<file path="src/rtl/iface_array_to_bit_ser_if.sv">
// Interface I: carries the 8-bit parallel word.
// Ports: x (packed word); master drives it, slave reads it.
interface I;
  logic [7:0] x;

  modport master (output x);
  modport slave  (input  x);
endinterface

</file>
<file path="src/rtl/iface_array_to_bit_ser.sv">
// Parallel-to-serial converter: accepts an 8-bit word, emits it bit by bit.
// Ports: i_clk, i_rst (sync, high), i_valid/i_data/o_ready (word in),
//        o_bit/o_bitValid/i_ready/o_last (bit out), o_busy (shifting).
module iface_array_to_bit_ser #(
  parameter bit MSB_FIRST = 1'b1
) (
  input  logic       i_clk,
  input  logic       i_rst,
  input  logic       i_valid,
  input  logic [7:0] i_data,
  output logic       o_ready,
  output logic       o_bit,
  output logic       o_bitValid,
  input  logic       i_ready,
  output logic       o_last,
  output logic       o_busy
);

  typedef enum logic {
    IDLE,
    SHIFT
  } state_t;

  state_t     state_q, state_d;
  logic [7:0] sreg_q, sreg_d;
  logic [2:0] cnt_q, cnt_d;
  logic       shifting;

  I u_I ();

  always_comb u_I.x = i_data;

  always_ff @(posedge i_clk) begin
    if (i_rst) begin
      state_q <= IDLE;
      sreg_q  <= 8'h00;
      cnt_q   <= 3'd0;
    end else begin
      state_q <= state_d;
      sreg_q  <= sreg_d;
      cnt_q   <= cnt_d;
    end
  end

  always_comb begin
    state_d = state_q;
    sreg_d  = sreg_q;
    cnt_d   = cnt_q;
    unique case (state_q)
      IDLE: begin
        if (i_valid) begin
          sreg_d  = u_I.x;
          cnt_d   = 3'd0;
          state_d = SHIFT;
        end
      end
      SHIFT: begin
        if (i_ready) begin
          if (cnt_q == 3'd7) begin
            cnt_d   = 3'd0;
            state_d = IDLE;
          end else begin
            // Shift toward the output end, zero-fill.
            if (MSB_FIRST)
              sreg_d = {sreg_q[6:0], 1'b0};
            else
              sreg_d = {1'b0, sreg_q[7:1]};
            cnt_d = cnt_q + 3'd1;
          end
        end
      end
      default: begin
        state_d = IDLE;
      end
    endcase
  end

  // Outputs are forced low while reset is held, even on the very
  // first cycle when the registers have not yet been cleared.
  assign shifting   = (state_q == SHIFT) && !i_rst;
  assign o_ready    = (state_q == IDLE) && !i_rst;
  assign o_bitValid = shifting;
  assign o_busy     = shifting;
  assign o_last     = shifting && (cnt_q == 3'd7);
  assign o_bit      = !i_rst &&
                      (MSB_FIRST ? sreg_q[7] : sreg_q[0]);

endmodule

</file>
<file path="config.mk">
export PLATFORM = sky130hd
export DESIGN_NAME = iface_array_to_bit_ser
export DESIGN_NICKNAME = d
export VERILOG_FILES = /design/src/rtl/iface_array_to_bit_ser_if.sv /design/src/rtl/iface_array_to_bit_ser.sv
export SDC_FILE = /design/constraint.sdc
export NUM_CORES = 1
export LEC_CHECK = 0
export BUFFER_PORTS_ARGS = -buffer_cell sky130_fd_sc_hd__buf_2
export CAP_MARGIN = 20
export CORE_AREA = 2 2 39 41
export CTS_CLUSTER_SIZE = 20
export DETAILED_ROUTE_END_ITERATION = 6
export DIE_AREA = 0 0 41 43
export PLACE_DENSITY = 0.75
export SKIP_LAST_GASP = 1
export SYNTH_ARGS = -nofsm -noshare
export SYNTH_HDL_FRONTEND = slang
export SYNTH_SLANG_ARGS = --single-unit
</file>
<file path="constraint.sdc">
create_clock -name i_clk -period 2.05 [get_ports i_clk]
set_clock_uncertainty 0.05 [all_clocks]
set_input_delay 0.1025 -clock i_clk [delete_from_list [all_inputs] [get_ports i_clk]]
set_output_delay 0.1025 -clock i_clk [all_outputs]
set_load 0.01 [all_outputs]
</file>
==> flow_metrics.tcl, run 1 <==
set metrics [dict create \
    status "complete, no violations" \
    met2_usage_pct 20.3 \
    syn-num-nets 80 \
    worstPathMaxFanout 13 \
    die_y_um 43 \
    muxShareOfSynthArea_pct 3.30 \
    crit_path_end_kind "output pin" \
    cap_viol_max_count 0 \
    stdcell_area_um2 686 \
    antennaDiodeCount 0 \
    synthSimpleGateAreaFrac_pct 20.4 \
    peakVddDrop_mv 0.318 \
    synth-compound-area-share_pct 21.0 \
    powerDensity_mw_per_mm2 741 \
    final-setup-viol-count 0 \
    path_cells "nor2b_1, and2_1, buf_2" \
    grt_first_pass_wirelength_um 1750 \
    yosys.area.top_type "dfxtp_1" \
    synth_cells 65 \
    syn_area_um2 607 \
    ioPinCount 17 \
    critical_path_class "flip-flop to output pin" \
    path_clk_slew_ps 80 \
    grt_pass1_vias 436 \
    start_util_pct 43.9 \
    internal-power_w 0.000382 \
    clockBufferDepth 2 \
    first_pass_iters 4 \
    placed_area_um2 649 \
    fin_tns_setup_ps 0 \
    drcViolationCount 0 \
    pwr-share-clk_pct 37.1 \
    overflow 0 \
    power_frac_seq_pct 50.3 \
    worst_pin_slew_ps 530 \
    maxSlewHeadroom_pct 64.6 \
    synth_top_area_share_pct 39.6 \
    synth_top_family_by_area "compound AO/OA/AOI/OAI gates" \
    rows 14 \
    viasPerCell 5.34 \
    final_hold_viol_count 0 \
    die-width_um 41 \
    rsz0062_at_grt "false" \
    synthXorXnorAreaFrac_pct 0 \
    use_met1_pct 18.9 \
    grt_usage_pct 14.5 \
    fmax_mhz 655 \
    seq_area_frac_synth_pct 39.6 \
    worstHoldPathType "input port to flip-flop" \
    post_cts_resized 0 \
    antenna_left 0 \
    synth.avg_cell_area_um2 9.34 \
    leakage_nw 0.298 \
    comb_power_share_pct 12.5 \
    numCtsBuffers 3 \
    slowest_delay_ps 600 \
    cts_root_buf "clkbuf_4" \
    fin_crit_ps 1530 \
    hold_slack_ps 17.8 \
    h-tree-depth 1 \
    critical_path_arrival_ps 1380 \
    grt_max_degree 16 \
    synth-adder-area-share_pct 6.19 \
    drive_gt1_share_pct 29.5 \
    cp.required_ps 1900 \
    grtUsageMet3_pct 3.14 \
    finalNetCount 94 \
    wire_per_inst_um 11.6 \
    drv_slew 0 \
    core_mm2 0.00138 \
    drt-initial-drc-count 11 \
    final_util_pct 49.5 \
    die_area_mm2 0.00176 \
    p_switching_w 0.000125 \
    ys_warn_count 0 \
    period_share_pct 74.5 \
    areaGrowthSynthToFinish_pct 13.0 \
    port_buffers 16 \
    cts_tree "yes" \
    cts_hold_buffers 0 \
    synth.area.top_cells "dfxtp_1, a22oi_1, nand3_1, ha_1, a21oi_1" \
    ys_seq_elements 12 \
    antenna_found_initial 0 \
    whs_path_depth 3 \
    start_kind "flip-flop" \
    sw_frac_of_total_pct 24.7 \
    dp_hpwl_um 757 \
    cpMaxStageDelayCell "dfxtp_1" \
    rr_worst_depth 5 \
    clk_latency_ps 270 \
    synth.distinct_cells 22 \
    cts_sinks 12 \
    place.gp.congestion 0.695 \
    post-cts-setup-buffers 0 \
    drt-total-wl_um 1090 \
    vias 502 \
    top_usage_layer "met2" \
]
[final cells by class]
type                            count  area (um^2)
Tap cell                           16         20.0
Timing Repair Buffer               16         80.1
Fill cell                         138          698
Clock buffer                        4         36.3
Multi-Input combinational cell     46          309
Sequential cell                    12          240
[sequential cells by signal (all words and copies together) (netlist names)]
name     count
sreg_q       8
cnt_q        3
state_q      1
[kinds of logic after synthesis]
family                     after synthesis
buffers and inverters                    7
and+or+nand+nor                         23
adders and majority gates                3
AOI/OAI and AO/OA                       18
muxes                                    2
DFF                                     12
[cell usage after synthesis (all sizes together)]
master  instances
nand3b          1
a22oi           6
buf             5
ha              3
a21oi           7
a32oi           3
nor2b           3
nand2b          1
clkbuf          2
o31ai           1
mux2i           2
nor2            7
and3b           1
dfxtp          12
nand3           8
a311oi          1
and2            1
nand2           1
[critical path: cells and delay by family (launching register included)]
kind	cells	cell delay, ps
flip-flops	1	600
AND/OR/NAND/NOR	2	380
buffers and inverters	1	120
[layer usage]
layer | part of all wire [%] | routed length (um)
met1 | 49 | 531
met2 | 46 | 498
met3 | 2.4 | 26
met4 | 3.4 | 37
met5 | 0 | 0
[power groups by stage]
stage          sequential (W)  clock [W]  combinational (W)
2_1_floorplan        0.000256          0          0.0000567
5_1_grt              0.000257   0.000205          0.0000716
3_3_place_gp         0.000261          0          0.0000631
4_1_cts              0.000256   0.000195          0.0000643
6_report             0.000256   0.000189          0.0000636
3_5_place_dp         0.000261          0          0.0000642
[final timing paths]
kind                     startpoint                     end  slack (ps)
max              state_q$_SDFF_PP0_                  o_last         520
min                       i_data[0]  sreg_q[0]$_SDFFE_PP0P_          20
max reg2reg   cnt_q[0]$_SDFFE_PP0P_  sreg_q[7]$_SDFFE_PP0P_         540
min reg2reg  sreg_q[4]$_SDFFE_PP0P_  sreg_q[4]$_SDFFE_PP0P_         420
[stage by stage]
| step | setup slack, ps | instances | total power [W] |
|---|---|---|---|
| after global placement | 593 | 90 | 0.000324 |
| after detailed placement | 557 | 90 | 0.000325 |
| after floorplan | 685 | 65 | 0.000312 |
| final | 522 | 94 | 0.000508 |
| after global routing | 414 | 94 | 0.000534 |
| after CTS | 498 | 94 | 0.000515 |
[cells in the final DEF (no fill, tap or decap), types with 3 or more instances in the layout]
cell / instances
a32oi_1: 3
nor2_1: 6
buf_2: 16
nor2b_1: 3
a22oi_1: 6
nand3_1: 8
clkbuf_4: 3
dfxtp_1: 12
ha_1: 3
a21oi_1: 7
(Power assumes the default switching activity.)
==> run 2, diff against run 1 <==
--- a/config.mk
+++ b/config.mk
@@ -5,13 +5,13 @@
 export SDC_FILE = /design/constraint.sdc
 export NUM_CORES = 1
 export LEC_CHECK = 0
+export ABC_AREA = 1
 export BUFFER_PORTS_ARGS = -buffer_cell sky130_fd_sc_hd__buf_2
 export CAP_MARGIN = 20
-export CORE_AREA = 2 2 39 41
+export CORE_UTILIZATION = 50
 export CTS_CLUSTER_SIZE = 20
 export DETAILED_ROUTE_END_ITERATION = 6
-export DIE_AREA = 0 0 41 43
-export PLACE_DENSITY = 0.75
+export PLACE_DENSITY = 0.79
 export SKIP_LAST_GASP = 1
 export SYNTH_ARGS = -nofsm -noshare
 export SYNTH_HDL_FRONTEND = slang
==> constraint.sdc (replaced) <==
create_clock -name i_clk -period 1.6 [get_ports i_clk]
set_clock_uncertainty 0.05 [all_clocks]
set_input_delay 0.08 -clock i_clk [delete_from_list [all_inputs] [get_ports i_clk]]
set_output_delay 0.08 -clock i_clk [all_outputs]
set_load 0.01 [all_outputs]
==> run 2 against run 1 <==
  * Cell area is 20% higher
  * Clock-buffer cell count is the same
  * Setup slack worse by 420 ps
  * First-iteration DRC count decreased by 9.1%
  * Register-to-register slack worse by 400 ps
  * Sequential share of layout area fell by 5.7 points
  * Area after synthesis rose by 15%
  * Highest routed layer unchanged
  * Non-clock buffer count up 3
  * Largest cell class unchanged
==> flow_metrics.tcl, run 2 <==
set metrics [dict create \
    drcViolationCount 0 \
    wire_per_inst_um 8.46 \
    rows 13 \
    stdcell_count 147 \
    worstPathMaxFanout 3 \
    cts_root_buf "clkbuf_4" \
    synth.avg_cell_area_um2 6.12 \
    hold_slack_ps 61.1 \
    rsz0062_at_grt "false" \
    sw_frac_of_total_pct 27.4 \
    critical_path_arrival_ps 1370 \
    die_area_mm2 0.00155 \
    worst_pin_slew_ps 369 \
    cp.required_ps 1470 \
    grt_usage_pct 19.3 \
    synth_top_area_share_pct 34.4 \
    antennaDiodeCount 0 \
    viasPerCell 4.34 \
    synth.area.top_cells "dfxtp_1, nor2_1, nand2_1, inv_1, ha_1" \
    largest_register "sreg_q" \
    largest_reg_flops 8 \
    synth.top_cells.by_count "nor2_1, nand2_1, inv_1, dfxtp_1" \
    die_y_um 39.4 \
    grt_first_pass_wirelength_um 1970 \
    ioPinCount 17 \
    dp_hpwl_um 905 \
    mostFrequentLayoutCells "nor2_1, nand2_1, inv_1" \
    syn_area_um2 698 \
    numPlacedInstances 142 \
    clockBufferDepth 2 \
    cts_tree "yes" \
    cts_sinks 12 \
    place.gp.congestion 0.727 \
    overflow 0 \
    h-tree-depth 1 \
    syn-num-nets 129 \
    fill_cells 130 \
    start_util_pct 53.7 \
    peakVddDrop_mv 0.515 \
    port_buffers 16 \
    post_cts_resized 0 \
    grt_max_degree 17 \
    antenna_left 0 \
    async_reset_ff_share_pct 0 \
    powerDensity_mw_per_mm2 865 \
    drv_slew 0 \
    numCtsBuffers 3 \
    layout_commonest_cell "nor2_1" \
    p_switching_w 0.000194 \
    comb_power_share_pct 18.4 \
    synth_edf_count 0 \
    fin_tns_setup_ps 0 \
    crit_start "cnt_q[0]$_SDFFE_PP0P_" \
    first_pass_iters 4 \
    drive_gt1_share_pct 18.2 \
    stdcell_area_um2 820 \
    regToRegSetupSlack_ps 140 \
    fin_crit_ps 1500 \
    pwr-share-clk_pct 34.4 \
    synth_cells 114 \
    maxSlewHeadroom_pct 75.3 \
    final-setup-viol-count 0 \
    die-width_um 39.4 \
    yosysMostFrequentCell "nor2_1" \
    grt_pass1_vias 505 \
    seq_area_frac_synth_pct 34.4 \
    worstReg2RegEnd "sreg_q[4]$_SDFFE_PP0P_" \
    cap_viol_max_count 0 \
    internal-power_w 0.000515 \
    power_frac_seq_pct 47.2 \
    final_hold_viol_count 0 \
    post-cts-setup-buffers 0 \
    synth.distinct_cells 14 \
    critical_path_class "flip-flop to output pin" \
    reg_top3 "sreg_q: 8 flops, cnt_q: 3 flops, state_q: 1 flops" \
    period_share_pct 93.7 \
    drt-total-wl_um 1240 \
    crit_path_end_kind "output pin" \
    multiInputGateArea_um2 348 \
    vias 638 \
    yosys.area.top_type "dfxtp_1" \
    synthFlopType "dfxtp_1" \
    path_clk_slew_ps 80 \
    status "complete, no violations" \
    core_mm2 0.00130 \
    start_kind "flip-flop" \
    ys_warn_count 0 \
    antenna_found_initial 0 \
    leakage_nw 0.523 \
    fmax_mhz 667 \
    placed_area_um2 773 \
    drt-initial-drc-count 10 \
    ys_seq_elements 12 \
    seqCellArea_um2 240 \
    rr_worst_depth 6 \
    reg2reg_from "cnt_q[0]$_SDFFE_PP0P_" \
    worstHoldPathType "input port to flip-flop" \
    clk_latency_ps 270 \
    areaGrowthSynthToFinish_pct 17.4 \
    finalNetCount 148 \
    endpoint "o_last" \
]
==> run 2: metal layers <==
layer  wire, um  track usage (%)  up-vias
met5          0                0        -
met4         17             10.3        0
met3         64             5.11        2
met2        565             31.3       13
met1        596             23.1      261
li1           -                -      362
==> run 2: power groups by stage <==
stage	Sequential (W)	Combinational, W	Clock [W]
after floorplan	0.000338	0.000103	0
after global placement	0.000342	0.000126	0
after detailed placement	0.000342	0.000129	0
after CTS	0.000335	0.000132	0.000252
after global routing	0.000338	0.000151	0.000267
final	0.000335	0.000130	0.000244
==> run 2: layout make-up <==
| class | instances | share of cell area (%) |
|---|---|---|
| Sequential cell | 12 | 29.3 |
| Tap cell | 15 | 2.29 |
| Timing Repair Buffer | 19 | 12.8 |
| Clock buffer | 4 | 4.43 |
| Inverter | 19 | 8.70 |
| Multi-Input combinational cell | 78 | 42.4 |
==> run 2: metrics by stage <==
step                worst slack (ps)  power, W  util, %
floorplan                        232  0.000441        -
global route                    15.9  0.000756     63.0
detailed placement               112  0.000471     59.4
finish                           102  0.000709     63.0
global placement                 155  0.000468     59.4
CTS                             84.1  0.000719     63.0
==> run 2: logic make-up (layout without fill, tap and decap cells) <==
family	Yosys count	count (layout)	synth area share, %
flops	12	12	34.4
fa+ha+maj	3	3	5.38
compound gates	6	6	5.91
simple gates	69	69	38.5
buf+inv	24	42	15.8
==> run 2: worst min-delay path by stage <==
stage / start / end / slack, ps / depth (start not counted)
after floorplan: i_rst / cnt_q[1]$_SDFFE_PP0P_ / 100 / 1
after global placement: i_rst / cnt_q[2]$_SDFFE_PP0P_ / 280 / 2
after detailed placement: i_rst / cnt_q[1]$_SDFFE_PP0P_ / 290 / 2
after CTS: i_valid / state_q$_SDFF_PP0_ / 60 / 3
after global routing: i_valid / state_q$_SDFF_PP0_ / 80 / 3
final: i_valid / state_q$_SDFF_PP0_ / 60 / 3
==> run 2: timing repair <==
action / in CTS / in global routing
hold endpoints to repair: 2 / 0
hold buffers: 1 / 0
setup endpoints to repair: 0 / 1
==> run 2: worst max-delay path, cell delays in order, from the launching register on <==
cell	delay (ps)
dfxtp_1	330
ha_1	220
ha_1	230
and3_1	190
buf_2	130
==> run 3, diff against run 2 <==
--- a/config.mk
+++ b/config.mk
@@ -12,6 +12,7 @@
 export CTS_CLUSTER_SIZE = 20
 export DETAILED_ROUTE_END_ITERATION = 6
 export PLACE_DENSITY = 0.79
+export RECOVER_POWER = 25
 export SKIP_LAST_GASP = 1
 export SYNTH_ARGS = -nofsm -noshare
 export SYNTH_HDL_FRONTEND = slang
==> run 3 against run 2 <==
  * Die area did not move
  * Setup slack got worse by 3.1 ps
  * Register-to-register slack hardly changed
  * Non-clock buffer count unchanged
  * Hold slack about the same
  * Critical path depth fell by 1
  * First-iteration DRC count is 10% higher
  * Wire length is 0.16% higher
  * Clock-buffer cell count is the same
  * Global-route usage unchanged
  * Combinational power is essentially flat
  * Largest cell class unchanged
==> flow_metrics.tcl, run 3 (synthesized netlist as in run 2, its figures left out) <==
set metrics [dict create \
    cts_tree "yes" \
    port_buffers 16 \
    cp.required_ps 1470 \
    drt-initial-drc-count 11 \
    fmax_mhz 666 \
    mostFrequentLayoutCells "nor2_1, nand2_1, inv_1" \
    viasPerCell 4.38 \
    antennaDiodeCount 0 \
    critical_path_class "flip-flop to output pin" \
    drt-total-wl_um 1250 \
    grt_usage_pct 19.3 \
    period_share_pct 93.9 \
    crit_start "state_q$_SDFF_PP0_" \
    finalNetCount 148 \
    clockBufferDepth 2 \
    start_kind "flip-flop" \
    peakVddDrop_mv 0.515 \
    drcViolationCount 0 \
    pre_cts_ws_ps 112 \
    hold_start "i_valid" \
    path_clk_slew_ps 80 \
    fin_crit_ps 1500 \
    start_util_pct 53.7 \
    cts_sinks 12 \
    powerDensity_mw_per_mm2 870 \
    worstPathMaxFanout 9 \
    fin_tns_setup_ps 0 \
    core_mm2 0.00130 \
    place.gp.congestion 0.727 \
    h-tree-depth 1 \
    numCtsBuffers 3 \
    largest_reg_flops 8 \
    cts_root_buf "clkbuf_4" \
    reg_top3 "sreg_q: 8 flops, cnt_q: 3 flops, state_q: 1 flops" \
    crit_path_end_kind "output pin" \
    areaGrowthSynthToFinish_pct 16.3 \
    wire_per_inst_um 8.47 \
    grt_first_pass_wirelength_um 1970 \
    largest_register "sreg_q" \
    vias 644 \
    rsz0062_at_grt "false" \
    drv_slew 0 \
    post_cts_resized 0 \
    die_area_mm2 0.00155 \
    rows 13 \
    worst_pin_slew_ps 371 \
    grt_max_degree 17 \
    hold_slack_ps 61.3 \
    maxSlewHeadroom_pct 75.1 \
    final-setup-viol-count 0 \
    antenna_left 0 \
    fin_ws_ps 98.4 \
    drive_gt1_share_pct 16.7 \
    overflow 0 \
    die_y_um 39.4 \
    antenna_found_initial 0 \
    dp_hpwl_um 905 \
    first_pass_iters 4 \
    clk_latency_ps 270 \
    grt_pass1_vias 505 \
    layout_commonest_cell "nor2_1" \
    critical_path_arrival_ps 1370 \
    worstHoldPathType "input port to flip-flop" \
    ioPinCount 17 \
    final_hold_viol_count 0 \
    status "complete, no violations" \
    reg2reg_from "cnt_q[0]$_SDFFE_PP0P_" \
    die-width_um 39.4 \
    leakage_nw 0.515 \
    cap_viol_max_count 0 \
]
run 3: metal layers:
metal | vias up | wire length (um) | global-route usage, %
li1 | 362 | - | -
met1 | 269 | 593 | 23.1
met2 | 11 | 579 | 31.3
met3 | 2 | 55 | 5.11
met4 | 0 | 17 | 10.3
met5 | - | 0 | 0
run 3: area by class of cell:
| type | count | area [um^2] |
|---|---|---|
| fillers | 132 | 489 |
| multi-input cells | 78 | 348 |
| flip-flops and latches | 12 | 240 |
| repair buffers | 19 | 97.6 |
| inverters | 19 | 71.3 |
| clock buffers | 4 | 36.3 |
| well taps | 15 | 18.8 |
run 3: what timing repair did:
| action | in CTS | in global routing |
|---|---|---|
| setup endpoints to repair | 0 | 1 |
| setup buffers | 0 | 0 |
| hold endpoints to repair | 2 | 0 |
| hold buffers | 1 | 0 |
run 3: worst paths after layout:
path,to,slack [ps],cells past startpoint
setup / recovery,o_last,100,3
hold / removal,state_q$_SDFF_PP0_,60,3
setup reg to reg,sreg_q[3]$_SDFFE_PP0P_,140,6
hold reg to reg,cnt_q[1]$_SDFFE_PP0P_,420,2
run 3: through the flow:
step	total power (W)	instance area [um^2]	instances	util, %
6_report	0.000706	812	147	62.4
5_1_grt	0.000753	812	147	62.4
4_1_cts	0.000719	820	147	63.0
3_5_place_dp	0.000471	773	142	59.4
3_3_place_gp	0.000468	773	142	59.4
2_1_floorplan	0.000441	698	114	-
run 3: worst max-delay path, cell delays in order (launching register included):
cell	delay, ps
dfxtp_1	420
clkbuf_1	340
and3_1	220
buf_2	130
run 3: report_power, final:
group	switching (W)	internal [W]
Clock	0.000106	0.000138
Sequential	0.0000130	0.000322
Combinational	0.0000759	0.0000517
Total	0.000195	0.000512
